--- src/rtl/mioc_ws_if.sv ---
`default_nettype none
// +--------------------------------------------------------------------------+
// | Module   : mioc_ws_if                                                    |
// | Brief    : MEM-stage request, RAM bus and IO bus signal bundle for       |
// |            mioc_ws. slave = steering block view, master = environment.   |
// | Revision : 1.0  initial release                                          |
// +--------------------------------------------------------------------------+
interface mioc_ws_if #(
  parameter int DATA_W = 32,
  parameter int IO_CH  = 4
) ();
  // pipeline side
  logic                    req_i;
  logic                    we_i;
  logic [1:0]              size_i;
  logic                    sign_i;
  logic [DATA_W-1:0]       addr_i;
  logic [DATA_W-1:0]       wdata_i;
  logic [DATA_W-1:0]       rdata_o;
  logic                    done_o;
  logic                    err_o;
  logic                    stall_o;
  // data RAM
  logic                    mem_ce;
  logic                    mem_we;
  logic [DATA_W-1:0]       mem_addr;
  logic [3:0]              mem_sel;
  logic [DATA_W-1:0]       mem_wdata;
  logic [DATA_W-1:0]       mem_rdata;
  // IO channels
  logic [IO_CH-1:0]        io_ce;
  logic                    io_we;
  logic [DATA_W-1:0]       io_addr;
  logic [DATA_W-1:0]       io_wdata;
  logic [IO_CH*DATA_W-1:0] io_rdata;
  logic [IO_CH-1:0]        io_ack;

  modport slave (
    input  req_i, we_i, size_i, sign_i, addr_i, wdata_i,
    output rdata_o, done_o, err_o, stall_o,
    output mem_ce, mem_we, mem_addr, mem_sel, mem_wdata,
    input  mem_rdata,
    output io_ce, io_we, io_addr, io_wdata,
    input  io_rdata, io_ack
  );

  modport master (
    output req_i, we_i, size_i, sign_i, addr_i, wdata_i,
    input  rdata_o, done_o, err_o, stall_o,
    input  mem_ce, mem_we, mem_addr, mem_sel, mem_wdata,
    output mem_rdata,
    input  io_ce, io_we, io_addr, io_wdata,
    output io_rdata, io_ack
  );
endinterface
`default_nettype wire

--- src/rtl/mioc_ws.sv ---
`default_nettype none
// +--------------------------------------------------------------------------+
// | Module   : mioc_ws                                                       |
// | Brief    : MEM-stage load/store steering to data RAM or IO channels with |
// |            big-endian byte lanes, RAM wait states and IO ack/timeout.    |
// | Revision : 1.0  initial release                                          |
// +--------------------------------------------------------------------------+
module mioc_ws #(
  parameter int         DATA_W     = 32,
  parameter int         IO_CH      = 4,
  parameter logic [3:0] IO_REGION  = 4'hB,
  parameter int         MEM_WAIT   = 1,
  parameter int         IO_TIMEOUT = 15
) (
  input wire         clk,
  input wire         rst,
  mioc_ws_if.slave   bus
);

  localparam logic [1:0] S_IDLE = 2'd0;
  localparam logic [1:0] S_MEM  = 2'd1;
  localparam logic [1:0] S_IO   = 2'd2;
  localparam logic [1:0] S_DONE = 2'd3;

  localparam logic [4:0] c_io_ch    = 5'(IO_CH);
  localparam logic [7:0] c_mem_last = 8'(MEM_WAIT);
  localparam logic [7:0] c_io_last  = 8'(IO_TIMEOUT - 1);

  logic [1:0]        r_state;
  logic              r_we;
  logic [1:0]        r_size;
  logic              r_sign;
  logic [DATA_W-1:0] r_addr;
  logic [DATA_W-1:0] r_wdata;
  logic [3:0]        r_sel;
  logic [3:0]        r_ch;
  logic [7:0]        r_cnt;
  logic              r_err;
  logic [DATA_W-1:0] r_rdata;

  logic              w_is_io;
  logic              w_bad;
  logic [3:0]        w_sel;
  logic [DATA_W-1:0] w_rep;
  logic [IO_CH-1:0]  w_ch_oh;
  logic              w_ack;
  logic [DATA_W-1:0] w_io_word;
  logic [7:0]        w_byte;
  logic [15:0]       w_half;
  logic [DATA_W-1:0] w_rd;

  // Request decode: region, error conditions, byte lanes, replicated store data
  always_comb begin
    w_is_io = (bus.addr_i[31:28] == IO_REGION);
    w_bad   = (bus.size_i == 2'b11)
            | ((bus.size_i == 2'b01) & bus.addr_i[0])
            | ((bus.size_i == 2'b10) & (bus.addr_i[1:0] != 2'b00))
            | (w_is_io & ({1'b0, bus.addr_i[11:8]} >= c_io_ch));
    w_sel = 4'b0000;
    w_rep = bus.wdata_i;
    case (bus.size_i)
      2'b00: begin
        w_rep = {4{bus.wdata_i[7:0]}};
        case (bus.addr_i[1:0])
          2'b00:   w_sel = 4'b1000;
          2'b01:   w_sel = 4'b0100;
          2'b10:   w_sel = 4'b0010;
          default: w_sel = 4'b0001;
        endcase
      end
      2'b01: begin
        w_rep = {2{bus.wdata_i[15:0]}};
        w_sel = bus.addr_i[1] ? 4'b0011 : 4'b1100;
      end
      2'b10:   w_sel = 4'b1111;
      default: w_sel = 4'b0000;
    endcase
  end

  // Selected IO channel: one-hot enable, its ack and its read word
  always_comb begin
    w_ch_oh   = '0;
    w_io_word = '0;
    for (int k = 0; k < IO_CH; k++) begin
      w_ch_oh[k] = (r_ch == 4'(k));
      w_io_word  = w_io_word | (bus.io_rdata[k*DATA_W +: DATA_W] & {DATA_W{w_ch_oh[k]}});
    end
    w_ack = |(bus.io_ack & w_ch_oh);
  end

  // Transaction FSM: accept in IDLE, wait out RAM / IO, one DONE cycle
  always_ff @(posedge clk or negedge rst) begin
    if (!rst) begin
      r_state <= S_IDLE;
      r_we    <= 1'b0;
      r_size  <= 2'b00;
      r_sign  <= 1'b0;
      r_addr  <= '0;
      r_wdata <= '0;
      r_sel   <= 4'b0000;
      r_ch    <= 4'd0;
      r_cnt   <= 8'd0;
      r_err   <= 1'b0;
      r_rdata <= '0;
    end else begin
      case (r_state)
        S_IDLE: begin
          if (bus.req_i) begin
            r_we    <= bus.we_i;
            r_size  <= bus.size_i;
            r_sign  <= bus.sign_i;
            r_addr  <= bus.addr_i;
            r_wdata <= w_rep;
            r_sel   <= w_sel;
            r_ch    <= bus.addr_i[11:8];
            r_cnt   <= 8'd0;
            r_rdata <= '0;
            r_err   <= w_bad;
            if (w_bad)        r_state <= S_DONE;
            else if (w_is_io) r_state <= S_IO;
            else              r_state <= S_MEM;
          end
        end
        S_MEM: begin
          if (r_cnt == c_mem_last) begin
            r_rdata <= bus.mem_rdata;
            r_state <= S_DONE;
          end else begin
            r_cnt <= r_cnt + 8'd1;
          end
        end
        S_IO: begin
          // an ack in the timeout cycle still completes cleanly
          if (w_ack) begin
            r_rdata <= w_io_word;
            r_err   <= 1'b0;
            r_state <= S_DONE;
          end else if (r_cnt == c_io_last) begin
            r_rdata <= '0;
            r_err   <= 1'b1;
            r_state <= S_DONE;
          end else begin
            r_cnt <= r_cnt + 8'd1;
          end
        end
        default: begin
          r_err   <= 1'b0;
          r_state <= S_IDLE;
        end
      endcase
    end
  end

  // Load result: lane extraction and sign/zero extension, zero outside DONE
  always_comb begin
    w_rd = '0;
    case (r_addr[1:0])
      2'b00:   w_byte = r_rdata[31:24];
      2'b01:   w_byte = r_rdata[23:16];
      2'b10:   w_byte = r_rdata[15:8];
      default: w_byte = r_rdata[7:0];
    endcase
    w_half = r_addr[1] ? r_rdata[15:0] : r_rdata[31:16];
    if ((r_state == S_DONE) && !r_we) begin
      case (r_size)
        2'b00:   w_rd = {{24{r_sign & w_byte[7]}}, w_byte};
        2'b01:   w_rd = {{16{r_sign & w_half[15]}}, w_half};
        2'b10:   w_rd = r_rdata;
        default: w_rd = '0;
      endcase
    end
  end

  assign bus.rdata_o   = w_rd;
  assign bus.done_o    = (r_state == S_DONE);
  assign bus.err_o     = (r_state == S_DONE) & r_err;
  assign bus.stall_o   = ((r_state == S_IDLE) & bus.req_i) | (r_state == S_MEM) | (r_state == S_IO);

  assign bus.mem_ce    = (r_state == S_MEM);
  assign bus.mem_we    = (r_state == S_MEM) & r_we;
  assign bus.mem_addr  = (r_state == S_MEM) ? {r_addr[DATA_W-1:2], 2'b00} : '0;
  assign bus.mem_sel   = (r_state == S_MEM) ? r_sel : 4'b0000;
  assign bus.mem_wdata = (r_state == S_MEM) ? r_wdata : '0;

  assign bus.io_ce     = (r_state == S_IO) ? w_ch_oh : '0;
  assign bus.io_we     = (r_state == S_IO) & r_we;
  assign bus.io_addr   = (r_state == S_IO) ? r_addr : '0;
  assign bus.io_wdata  = (r_state == S_IO) ? r_wdata : '0;

endmodule
`default_nettype wire

--- src/flat_wrapper.sv ---
// flat-port wrapper written by rule: the top's interface ports become plain ports
module mioc_ws_flat 
#(
  parameter int         DATA_W     = 32,
  parameter int         IO_CH      = 4,
  parameter logic [3:0] IO_REGION  = 4'hB,
  parameter int         MEM_WAIT   = 1,
  parameter int         IO_TIMEOUT = 15
)
  (clk, rst, bus_req_i, bus_we_i, bus_size_i, bus_sign_i, bus_addr_i, bus_wdata_i, bus_rdata_o, bus_done_o, bus_err_o, bus_stall_o, bus_mem_ce, bus_mem_we, bus_mem_addr, bus_mem_sel, bus_mem_wdata, bus_mem_rdata, bus_io_ce, bus_io_we, bus_io_addr, bus_io_wdata, bus_io_rdata, bus_io_ack);
  mioc_ws_if #(.DATA_W(DATA_W), .IO_CH(IO_CH)) bus_i ();
  input wire clk;
  input wire rst;
  input wire logic [$bits(bus_i.req_i)-1:0] bus_req_i;
  input wire logic [$bits(bus_i.we_i)-1:0] bus_we_i;
  input wire logic [$bits(bus_i.size_i)-1:0] bus_size_i;
  input wire logic [$bits(bus_i.sign_i)-1:0] bus_sign_i;
  input wire logic [$bits(bus_i.addr_i)-1:0] bus_addr_i;
  input wire logic [$bits(bus_i.wdata_i)-1:0] bus_wdata_i;
  output wire logic [$bits(bus_i.rdata_o)-1:0] bus_rdata_o;
  output wire logic [$bits(bus_i.done_o)-1:0] bus_done_o;
  output wire logic [$bits(bus_i.err_o)-1:0] bus_err_o;
  output wire logic [$bits(bus_i.stall_o)-1:0] bus_stall_o;
  output wire logic [$bits(bus_i.mem_ce)-1:0] bus_mem_ce;
  output wire logic [$bits(bus_i.mem_we)-1:0] bus_mem_we;
  output wire logic [$bits(bus_i.mem_addr)-1:0] bus_mem_addr;
  output wire logic [$bits(bus_i.mem_sel)-1:0] bus_mem_sel;
  output wire logic [$bits(bus_i.mem_wdata)-1:0] bus_mem_wdata;
  input wire logic [$bits(bus_i.mem_rdata)-1:0] bus_mem_rdata;
  output wire logic [$bits(bus_i.io_ce)-1:0] bus_io_ce;
  output wire logic [$bits(bus_i.io_we)-1:0] bus_io_we;
  output wire logic [$bits(bus_i.io_addr)-1:0] bus_io_addr;
  output wire logic [$bits(bus_i.io_wdata)-1:0] bus_io_wdata;
  input wire logic [$bits(bus_i.io_rdata)-1:0] bus_io_rdata;
  input wire logic [$bits(bus_i.io_ack)-1:0] bus_io_ack;
  assign bus_i.req_i = bus_req_i;
  assign bus_i.we_i = bus_we_i;
  assign bus_i.size_i = bus_size_i;
  assign bus_i.sign_i = bus_sign_i;
  assign bus_i.addr_i = bus_addr_i;
  assign bus_i.wdata_i = bus_wdata_i;
  assign bus_rdata_o = bus_i.rdata_o;
  assign bus_done_o = bus_i.done_o;
  assign bus_err_o = bus_i.err_o;
  assign bus_stall_o = bus_i.stall_o;
  assign bus_mem_ce = bus_i.mem_ce;
  assign bus_mem_we = bus_i.mem_we;
  assign bus_mem_addr = bus_i.mem_addr;
  assign bus_mem_sel = bus_i.mem_sel;
  assign bus_mem_wdata = bus_i.mem_wdata;
  assign bus_i.mem_rdata = bus_mem_rdata;
  assign bus_io_ce = bus_i.io_ce;
  assign bus_io_we = bus_i.io_we;
  assign bus_io_addr = bus_i.io_addr;
  assign bus_io_wdata = bus_i.io_wdata;
  assign bus_i.io_rdata = bus_io_rdata;
  assign bus_i.io_ack = bus_io_ack;
  mioc_ws #(.DATA_W(DATA_W), .IO_CH(IO_CH), .IO_REGION(IO_REGION), .MEM_WAIT(MEM_WAIT), .IO_TIMEOUT(IO_TIMEOUT)) u_core (.clk(clk), .rst(rst), .bus(bus_i));
endmodule
--- config.mk ---
export PLATFORM = sky130hd
export DESIGN_NAME = mioc_ws_flat
export DESIGN_NICKNAME = d
export VERILOG_FILES = /design/src/rtl/mioc_ws_if.sv /design/src/rtl/mioc_ws.sv /design/src/flat_wrapper.sv
export SDC_FILE = /design/constraint.sdc
export NUM_CORES = 1
export LEC_CHECK = 0
export CORE_AREA = 4 4 158 160
export CTS_CLUSTER_DIAMETER = 60
export DETAILED_ROUTE_END_ITERATION = 6
export DIE_AREA = 0 0 162 164
export PLACE_DENSITY = 0.82
export SYNTH_ARGS = -nofsm -noshare
export SYNTH_HDL_FRONTEND = slang
export SYNTH_SLANG_ARGS = --single-unit
--- constraint.sdc ---
create_clock -name clk -period 2.2 [get_ports clk]
set_input_delay 0.44 -clock clk [delete_from_list [all_inputs] [get_ports clk]]
set_output_delay 0.44 -clock clk [all_outputs]
set_load 0.02 [all_outputs]
### After elaboration in Yosys (flattened, before gate mapping)

Cells that the tools add are included.

* add/sub/neg operators: 1
* equal/unequal tests: 24
* $lt $le $gt $ge: 1
* bitwise gates (word level): 23
* muxes and demuxes: 35
* reductions and logical operators: 16

Operators with widths (count)
* 32-bit two-way mux: 9
* 32-bit case mux with 3 select lines: 2
* 32-bit AND: 4
* 32-bit OR: 3
* 32-bit case mux with 2 select lines: 1
* 8-bit case mux with 3 select lines: 2
* 8-bit two-way mux: 4
* 4-bit case mux with 3 select lines: 2
* 16-bit two-way mux: 1
* 2-bit == test, second input constant: 7
* 2-bit two-way mux: 6
* 4-bit two-way mux: 3
* 2-bit by 1-bit == test with 1-bit output, second input constant: 5
* 2-bit logical NOT: 5
* 1-bit AND: 9
* 8-bit by 1-bit adder with 8-bit output, second input constant: 1
* 4-bit by 2-bit == test with 1-bit output, second input constant: 2
* 8-bit by 1-bit == test with 1-bit output, second input constant: 1
* 8-bit by 4-bit == test with 1-bit output, second input constant: 1
* 2-bit inequality test, second input constant: 4
* 2-bit case mux with 3 select lines: 1
* 3-bit AND reduction: 2
* 1-bit OR: 5
* 5-bit AND reduction: 1
* 17 further kinds: 19

* flip-flop bits (word level): 119
* input bits: 235
* word-level logic and storage cells: 111
* output and inout port bits: 174

### Depth between registers and ports, before layout

Gate-level depths: netlist of run 1.

* depth after elaboration: 8
* gate-level depth with buffers: 8
* mapped depth without buffers: 6

### Worst setup path after synthesis of run 1

OpenSTA, ideal clock, no wires.

* path type: register -> output
* start: reg u_core.r_state[0]
* end: out bus_rdata_o[0]
* arrival time: 1.745 ns
* path buffers: 1
* path slack: 0.015 ns
* data required time: 1.760 ns
* stages on the path, launching flop included: 6
* cell sequence: dfrtp_1 > ha_1 > nand3b_1 > or2_2 > buf_1 > o22ai_1

* longest elaborated chain between the ends: 3

RTL lines
* start, declared: RTL line mioc_ws.sv:29 `logic [1:0] r_state;`
* start signal, assigned: RTL line mioc_ws.sv:94 `r_state <= S_IDLE;`
* start signal, assigned: RTL line mioc_ws.sv:119 `if (w_bad) r_state <= S_DONE;`
* start signal, assigned: RTL line mioc_ws.sv:120 `else if (w_is_io) r_state <= S_IO;`
* 2-bit == test
* net bus_done_o: RTL line flat_wrapper.sv:21 `output wire logic [$bits(bus_i.done_o)-1:0] bus_done_o;`
* 1-bit logical AND: RTL line mioc_ws.sv:164 `if ((r_state == S_DONE) && !r_we) begin`
* 32-bit two-way mux: RTL line mioc_ws.sv:164
* end, declared: RTL line flat_wrapper.sv:20 `output wire logic [$bits(bus_i.rdata_o)-1:0] bus_rdata_o;`

The timed path passes the listed nets, and every way through them passes these cells.

### Final worst setup path of run 1

* start: reg u_core.r_rdata[7]
* end: out bus_rdata_o[21]

* longest elaborated chain between the ends: 4

RTL lines
* start, declared: RTL line mioc_ws.sv:39 `logic [DATA_W-1:0] r_rdata;`
* start signal, assigned: RTL line mioc_ws.sv:126 `r_rdata <= bus.mem_rdata;`
* start signal, assigned: RTL line mioc_ws.sv:135 `r_rdata <= w_io_word;`
* 8-bit case mux with 3 select lines: RTL line mioc_ws.sv:157 `case (r_addr[1:0])`
* 1-bit AND: RTL line mioc_ws.sv:166 `2'b00: w_rd = {{24{r_sign & w_byte[7]}}, w_byte};`
* 32-bit case mux with 3 select lines: RTL line mioc_ws.sv:165 `case (r_size)`
* 32-bit two-way mux: RTL line mioc_ws.sv:164

No other way between the ends.

==> summary.txt, run 1 <==
Global route
  • First-pass GRT wire length: 50.4 mm
  • Number of global-route vias before repair: 8595
  • Initial antenna violation count: 2
  • Global route overflow: 0
  • Total track usage: 0.246
  • Largest net degree at the start of global routing: 69

Timing
  • Fin worst setup slack: -0.242 ns
  • Fin. Hold Viols: 0
  • RSZ-0062 raised after global routing: yes
  • Final setup violation count: 34
  • Final setup TNS: -6.79 ns
  • Fmax: 0.410 GHz
  • Clock Skew: 0.0103 ns
  • Max Slew Vio Count: 0
  • Period utilization: 1.11
  • Hold Slack: 0.478 ns
  • Fin crit period: 2.44 ns

Placement
  • GP Congestion: 0.919
  • Port buffer count: 406
  • Post-DP HPWL: 26.5 mm
  • Setup slack at placement: -0.235 ns
  • DP Area: 0.0131 mm2

Synth
  • Library cells used by synthesis: 52
  • FF+latch count, synth: 115
  • Ys async rst share: 1.00
  • YS warnings: 0
  • Register area share after synthesis: 0.359
  • Synth top area cells: dfrtp_1 36%, and2_1 11%, mux2i_1 9.7%
  • Yosys top cell area share: 0.359
  • Synth cell count leaders: 136 x and2_1, 115 x dfrtp_1, 78 x mux2i_1
  • Mapped Cells: 824
  • Post-synth top area cell: dfrtp_1
  • Mapped Avg Cell Area: 9.74 um2
  • Count leader, synth: and2_1
  • Post-Syn Area: 0.00803 mm2
  • Main synth FF type: dfrtp_1
  • Post-synth EDFFs: 0

Route
  • Vias per Instance: 5.27
  • Routed WL per cell: 21.5 um
  • DRT antenna net count: 0
  • Initial DRC count: 677
  • Drt pass-1 iters: 5
  • Final WL: 35.0 mm
  • DR DRC count: 0
  • Vias: 8574

CTS
  • Clock root buffer: clkbuf_16
  • CTS buffer count: 17
  • Clock Pin Slew Worst Setup and Hold Paths: 0.06 ns
  • H-tree levels: 4
  • CTS tree: yes
  • Clock Latency Late Sink: 0.41 ns
  • CTS Buffer Depth: 2
  • # clock sinks: 115

Worst hold path
  • Hold Crit Start: u_core.r_sel[2]
  • Hold Path Class: flop to flop

Critical path
  • CP Launch Type: flop
  • Crit path DAT: 2.00 ns
  • Worst EP required: 1.76 ns
  • Crit end category: output pin
  • Max FO, Critical Path: 16
  • Reg2reg start: u_core.r_state[1]
  • Type of the worst setup path: flop to output pin
  • Critical Path Start: u_core.r_rdata[7]

Pwr
  • VDD IR-drop max: 0.910 mV
  • Switch share: 0.425
  • Cell Pwr Density: 1340 mW/mm2
  • Switch Pwr: 8.04 mW
  • Internal power: 10.9 mW
  • Total power: 18.9 mW
  • Seq pwr share: 0.209
  • Logic pwr share: 0.650
  • Clock power frac: 0.141
  • Lkg Pwr: 6.22 nW

Finish
  • Nets: 1536
  • Fillers: 1981
  • Post-route cell area: 0.0141 mm2
  • Area Growth Syn to Fin: 76.2%
  • Share of layout cells above drive strength 1: 0.389

Status
  • Failing checks: setup timing
  • Status: finished with violations

Floorplan
  • Chip Width: 162 um
  • Die Area: 0.0266 mm2
  • Initial Util: 0.343
  • Chip Height: 164 um
  • Core box area: 0.0234 mm2
  • Number of placed I/O pins: 409
  • Row count: 56

Flow run
  • Max Cap Viol: 0
==> layout by cell type, fill, tap and decap left out, drive strengths merged, types with 3 or more instances in the layout <==
cell and instances:
nand3b 6, clkbuf 23, clkdlybuf4s50 233, dlygate4sd2 3, or3b 3, mux2 57, nand2 68, o21ai 38
dfrtp 115, inv 12, buf 284, ha 7, a21oi 37, o211ai 5, nand3 3, clkdlybuf4s15 3
nor2 22, nor3 3, o22ai 29, a22oi 40, nor2b 5, o2bb2ai 32, clkinvlp 5, nand2b 3
mux2i 78, and2 136, mux4 21, clkinv 3, o221ai 3
==> state kept, by name, indices dropped and copies added, names as in the netlist, 2 cells and up <==
| name | count |
|---|---|
| u_core.r_ch | 3 |
| u_core.r_state | 2 |
| u_core.r_wdata | 32 |
| u_core.r_cnt | 8 |
| u_core.r_sel | 4 |
| u_core.r_size | 2 |
| u_core.r_addr | 29 |
| u_core.r_rdata | 32 |
==> layout make-up <==
type,count,area (um2),area share
Antenna cell,2,5.00,0.000354
Sequential cell,115,2880,0.204
Clock buffer,19,443,0.0313
Multi-Input combinational cell,624,5080,0.359
Tap cell,319,399,0.0282
Timing Repair Buffer,528,5170,0.366
Inverter,8,35.0,0.00248
Clock inverter,13,125,0.00884
==> per-layer routing <==
layer,track usage,up-vias,share of wire
li1,-,3931,-
met1,0.323,4243,0.41
met2,0.406,349,0.49
met3,0.0607,47,0.075
met4,0.0677,4,0.019
met5,0,-,0.00060
==> worst max-delay path, cell delays in order, from the launching register on <==
cell	delay (ns)
dfrtp_1	0.42
mux4_2	0.54
o211ai_2	0.21
buf_12	0.17
a21oi_1	0.08
buf_4	0.17
==> final timing paths <==
check                                     endpoint  slack [ns]  cells past startpoint
worst max-delay path               bus_rdata_o[21]       -0.24                      5
worst min-delay path               u_core.r_sel[2]        0.48                      2
worst min register to register     u_core.r_sel[2]        0.48                      2
min in group asynchronous       u_core.r_rdata[20]        0.51                      2
worst max register to register     u_core.r_cnt[3]        0.11                      8
max in group asynchronous        u_core.r_wdata[2]        0.95                      3
==> cell families after synthesis <==
kind of cell | after synthesis | synth area share
adders and majority gates | 7 | 0.0109
and+or+nand+nor | 264 | 0.184
AOI/OAI and AO/OA | 195 | 0.164
DFF | 115 | 0.359
other | 1 | 0.000467
buffers and inverters | 86 | 0.0466
muxes | 156 | 0.236
==> metrics by stage <==
step | util | cells
2_1_floorplan | - | 825
3_3_place_gp | 0.559 | 1571
3_5_place_dp | 0.559 | 1571
4_1_cts | 0.565 | 1616
5_1_grt | 0.604 | 1626
6_report | 0.604 | 1628
==> what timing repair did <==
action	4_1_cts	5_1_grt
gates resized for setup	739	279
cloned	2	6
setup buffers	10	5
pin swaps	5	7
hold buffers	1	0
endpoints found under the setup margin	172	146
endpoints found under the hold margin	27	0
==> power by group through the flow <==
stage | Sequential (mW) | Clock (mW) | Combinational [mW]
finish | 3.96 | 2.67 | 12.3
global route | 4.05 | 2.83 | 13.1
CTS | 3.88 | 2.71 | 10.7
detailed placement | 3.91 | 0 | 10.9
global placement | 3.85 | 0 | 10.8
floorplan | 3.61 | 0 | 6.17
No activity file was read; power rests on OpenSTA's default activity.
==> run 2, diff against run 1 <==
PLACE_DENSITY = 0.7   (was 0.82)
==> summary.txt, run 2 (synthesis gave the netlist of run 1 again) <==
Status
  • Status: finished with violations
  • Failing checks: setup timing

Critical path
  • Crit end category: output pin
  • Worst EP required: 1.76 ns
  • Worst path cell trace: mux4_2 -> o211ai_2 -> buf_12 -> a21oi_1 -> buf_2
  • Critical path endpoint: bus_rdata_o[18]
  • R2R depth: 5
  • R2R Setup Slk: 0.02 ns
  • Critical Path Start: u_core.r_addr[1]
  • R2r endpoint: u_core.r_rdata[11]
  • Largest stage delay on the critical path: 0.56 ns
  • Crit path DAT: 1.97 ns
  • Critical path's slowest cell: mux4_2
  • Max FO, Critical Path: 16
  • CP Launch Type: flop
  • Reg2reg start: u_core.r_addr[11]
  • Type of the worst setup path: flop to output pin

Timing
  • Fin worst setup slack: -0.210 ns
  • Period utilization: 1.10
  • Fin. Hold Viols: 0
  • Fmax: 0.415 GHz
  • Fin crit period: 2.41 ns
  • Clock Skew: 0.00979 ns
  • Hold Slack: 0.485 ns
  • Final setup violation count: 78
  • Max Slew Vio Count: 0
  • RSZ-0062 raised after global routing: yes

Global route
  • Met1 Use GR: 0.347
  • Grt met3 use: 0.0494
  • Largest net degree at the start of global routing: 66
  • Initial antenna violation count: 1
  • Total track usage: 0.251
  • Number of global-route vias before repair: 8348
  • Global route overflow: 0
  • GRT Max-Usage Layer: met2
  • Met2 Usage GRT: 0.412
  • First-pass GRT wire length: 51.1 mm

Finish
  • Nets: 1547
  • Area Growth Syn to Fin: 80.8%
  • Fillers: 2010
  • Share of layout cells above drive strength 1: 0.409
  • Largest registers: u_core.r_rdata: 32 flops, u_core.r_wdata: 32 flops, u_core.r_addr: 29 flops
  • Most common cell after layout, fill and taps aside: clkdlybuf4s50_1
  • Most frequent cells in the layout: 233 x clkdlybuf4s50_1, 117 x buf_6, 113 x dfrtp_1

Pwr
  • Lkg Pwr: 6.41 nW
  • Cell Pwr Density: 1390 mW/mm2
  • Total power: 20.2 mW
  • VDD IR-drop max: 0.819 mV

Flow run
  • Max Cap Viol: 0

CTS
  • Clock Pin Slew Worst Setup and Hold Paths: 0.06 ns
  • CTS tree: yes
  • # clock sinks: 115
  • Clock Latency Late Sink: 0.41 ns
  • H-tree levels: 4
  • Clock root buffer: clkbuf_16
  • CTS buffer count: 17
  • CTS Buffer Depth: 2

Floorplan
  • Row count: 56
  • Chip Height: 164 um
  • Number of placed I/O pins: 409
  • Initial Util: 0.343
  • Core box area: 0.0234 mm2
  • Die Area: 0.0266 mm2
  • Chip Width: 162 um

Placement
  • Port buffer count: 406
  • Post-DP HPWL: 26.6 mm
  • GP Congestion: 0.917

Route
  • Final WL: 36.5 mm
  • Vias: 8510
  • DRT antenna net count: 0
  • Routed WL per cell: 22.3 um
  • Vias per Instance: 5.20
  • DR DRC count: 0
  • Initial DRC count: 556
  • Drt pass-1 iters: 5

Worst hold path
  • Hold Path Class: flop to flop
==> run 2: cell count changes in the layout (fill, tap and decap cells not counted), moves of 13 or more <==
cell       previous run  this run
buf_6                94       117
o2bb2ai_1            32        19
buf_2                40        54
buf_4               127       100
o2bb2ai_2             0        13
==> run 2: routing by layer <==
layer / up-vias / wire, um
met1: 4191 / 15800
li1: 3953 / -
met3: 48 / 2220
met4: 0 / 736
met2: 318 / 17800
met5: - / 0
==> run 2: what timing repair did <==
item	in CTS	in global routing
resized for setup	784	276
buffers inserted	16	17
pin swaps	5	9
hold buffers	1	0
endpoints found under the setup margin	172	202
endpoints found under the hold margin	27	0
gates cloned	4	11
==> run 2: worst min path at each step <==
stage	start	endpoint	slack (ns)	depth (start not counted)
finish	u_core.r_sel[3]	u_core.r_sel[3]	0.49	2
CTS	u_core.r_sel[3]	u_core.r_sel[3]	0.48	2
detailed placement	rst	u_core.r_wdata[31]	0.42	1
global route	u_core.r_sel[3]	u_core.r_sel[3]	0.51	2
global placement	rst	u_core.r_wdata[31]	0.42	1
floorplan	rst	u_core.r_addr[0]	0.14	0
==> run 2: worst max-delay path, delay by kind of cell (launching register included) <==
kind	cells	cell delay, ns
buf+inv	2	0.33
flops	1	0.40
compound gates	2	0.27
mux	1	0.56
==> run 2: final cells by class <==
class                      instances  area [um2]  share of cell area
antenna                            1        2.50            0.000172
timing repair buffer             539        5380               0.371
sequential                       115        2880               0.198
inverter                           8        35.0             0.00241
clock inverter                    13         185              0.0128
clock buffer                      18         429              0.0296
tap                              319         399              0.0275
multi-input combinational        624        5200               0.358
==> run 2: per-stage QoR <==
| step | instances | worst slack [ns] | utilization | setup TNS, ns | cell area (um2) |
|---|---|---|---|---|---|
| floorplan | 825 | 0.0153 | - | 0 | 8030 |
| CTS | 1616 | -0.246 | 0.579 | -9.31 | 13500 |
| global placement | 1566 | -0.135 | 0.558 | -5.63 | 13100 |
| detailed placement | 1566 | -0.178 | 0.558 | -8.21 | 13100 |
| finish | 1637 | -0.210 | 0.620 | -6.97 | 14500 |
| global route | 1637 | -0.292 | 0.620 | -13.66 | 14500 |
==> run 2: report_power, final <==
group | switching (mW) | total [mW] | leakage [nW] | internal (mW)
Clock | 1.03 | 2.92 | 0.296 | 1.89
Combinational | 6.46 | 13.3 | 4.66 | 6.82
Sequential | 0.941 | 4.02 | 1.45 | 3.08
==> run 3, diff against run 2 <==
PLACE_DENSITY = 0.79   (was 0.7)
==> summary.txt, run 3 (synthesis gave the netlist of run 1 again) <==
Global route
  • Largest net degree at the start of global routing: 56
  • Total track usage: 0.252
  • First-pass GRT wire length: 51.1 mm
  • Global route overflow: 0
  • Number of global-route vias before repair: 8477
  • Initial antenna violation count: 1

Flow run
  • Max Cap Viol: 0

CTS
  • CTS tree: yes
  • Clock Pin Slew Worst Setup and Hold Paths: 0.06 ns
  • H-tree levels: 4
  • Clock root buffer: clkbuf_16
  • # clock sinks: 115
  • CTS Buffer Depth: 2
  • CTS buffer count: 17
  • Clock Latency Late Sink: 0.42 ns

Critical path
  • R2R depth: 5
  • Max FO, Critical Path: 3
  • Type of the worst setup path: flop to output pin
  • Largest stage delay on the critical path: 0.55 ns
  • Crit end category: output pin
  • Critical path's slowest cell: mux4_2
  • Crit path DAT: 2.00 ns
  • Worst path cell trace: mux4_2 -> nand3b_1 -> buf_4 -> buf_4 -> a21oi_1 -> buf_4
  • Worst EP required: 1.76 ns
  • Most frequent CP cell: buf_4
  • CP Launch Type: flop

Pwr
  • Cell Pwr Density: 1380 mW/mm2
  • VDD IR-drop max: 0.801 mV
  • Lkg Pwr: 6.38 nW

Placement
  • GP Congestion: 0.921
  • Setup slack at placement: -0.296 ns
  • Port buffer count: 406
  • Post-DP HPWL: 27.0 mm
  • Placed Instances: 1572
  • DP Area: 0.0131 mm2

Route
  • Final WL: 36.5 mm
  • Initial DRC count: 703
  • Drt pass-1 iters: 5
  • Vias: 8563
  • DR DRC count: 0
  • DRT antenna net count: 0
  • Vias per Instance: 5.25
  • Routed WL per cell: 22.4 um

Finish
  • Most common cell after layout, fill and taps aside: clkdlybuf4s50_1
  • Final instance count without filler cells: 1631
  • Share of layout cells above drive strength 1: 0.406
  • Sequential Area: 0.00288 mm2
  • Largest registers: u_core.r_rdata: 32 flops, u_core.r_wdata: 32 flops, u_core.r_addr: 29 flops
  • Final Core Density: 0.615
  • Nets: 1540
  • Post-route cell area: 0.0144 mm2
  • Area taken by multi-input logic gates: 0.00512 mm2
  • Area Growth Syn to Fin: 79.4%
  • Most frequent cells in the layout: 233 x clkdlybuf4s50_1, 114 x dfrtp_1, 106 x buf_6
  • Fillers: 1954

Timing
  • Final setup violation count: 37
  • Fin crit period: 2.44 ns
  • Period utilization: 1.11
  • Relative slew slack: 0.677
  • Worst Max-Slew Pin Slew: 0.471 ns
  • Fin. Hold Viols: 0
  • Max Slew Vio Count: 0
  • Fin worst setup slack: -0.236 ns
  • Fmax: 0.411 GHz
  • RSZ-0062 raised after global routing: yes
  • Clock Skew: 0.0105 ns

Worst hold path
  • Worst hold path depth: 2
  • Hold Path Class: flop to flop

Floorplan
  • Row count: 56
  • Chip Width: 162 um
  • Chip Height: 164 um
  • Initial Util: 0.343
  • Die Area: 0.0266 mm2
  • Core box area: 0.0234 mm2
  • Number of placed I/O pins: 409

Status
  • Failing checks: setup timing
  • Status: finished with violations
[run 3: cell types whose count changed in the layout (fill, tap and decap cells not counted), sizes merged]
cell           change
buf               -21
clkbuf             +5
clkdlybuf4s15      +7
clkinv             -1
clkinvlp           -2
dlygate4sd2        +1
inv                +5
[run 3: worst paths after layout]
kind	start	slack, ns	to
min in group asynchronous	rst	0.53	u_core.r_rdata[27]
hold reg to reg	u_core.r_sel[0]	0.49	u_core.r_sel[0]
hold / removal	u_core.r_sel[0]	0.49	u_core.r_sel[0]
setup / recovery	u_core.r_addr[1]	-0.24	bus_rdata_o[10]
max in group asynchronous	rst	1.00	u_core.r_addr[16]
setup reg to reg	u_core.r_ch[1]	0.10	u_core.r_rdata[23]
[run 3: critical path: cells and delay by family (launching register included)]
kind	cells	cell delay [ns]
DFF	1	0.38
buffers and inverters	3	0.44
and+or+nand+nor	1	0.16
AOI/OAI and AO/OA	1	0.05
muxes	1	0.55
[run 3: area by class of cell]
cell class              instances  share of cell area
clock inverters                15              0.0154
diodes                          1            0.000174
flip-flops and latches        115               0.200
multi-input cells             624               0.356
inverters                       8             0.00226
clock buffers                  17              0.0295
repair buffers                532               0.369
well taps                     319              0.0277
[run 3: power breakdown]
part	switching, mW	internal (mW)
combinational	6.16	6.59
clock	1.13	1.93
sequential	0.924	3.08
[run 3: repair_timing]
action	4_1_cts	5_1_grt
hold buffers	1	0
pin swaps	2	6
cloned	1	10
endpoints found under the setup margin	174	176
resized for setup	648	375
hold endpoints to repair	29	0
setup buffers	8	7
[run 3: per-stage QoR]
step / power [mW] / hold WS [ns] / setup TNS (ns)
4_1_cts: 17.7 / 0.482 / -6.52
2_1_floorplan: 9.78 / 0.144 / 0
5_1_grt: 20.9 / 0.529 / -11.70
3_5_place_dp: 14.9 / 0.409 / -6.74
6_report: 19.8 / 0.486 / -5.74
3_3_place_gp: 14.7 / 0.409 / -5.10
[run 3: layer usage]
metal | wire [um] | part of all wire | global-route usage
met2 | 17600 | 0.48 | 0.398
met3 | 3000 | 0.082 | 0.0622
met4 | 696 | 0.019 | 0.0561
met1 | 15300 | 0.42 | 0.351
met5 | 0 | 0 | 0
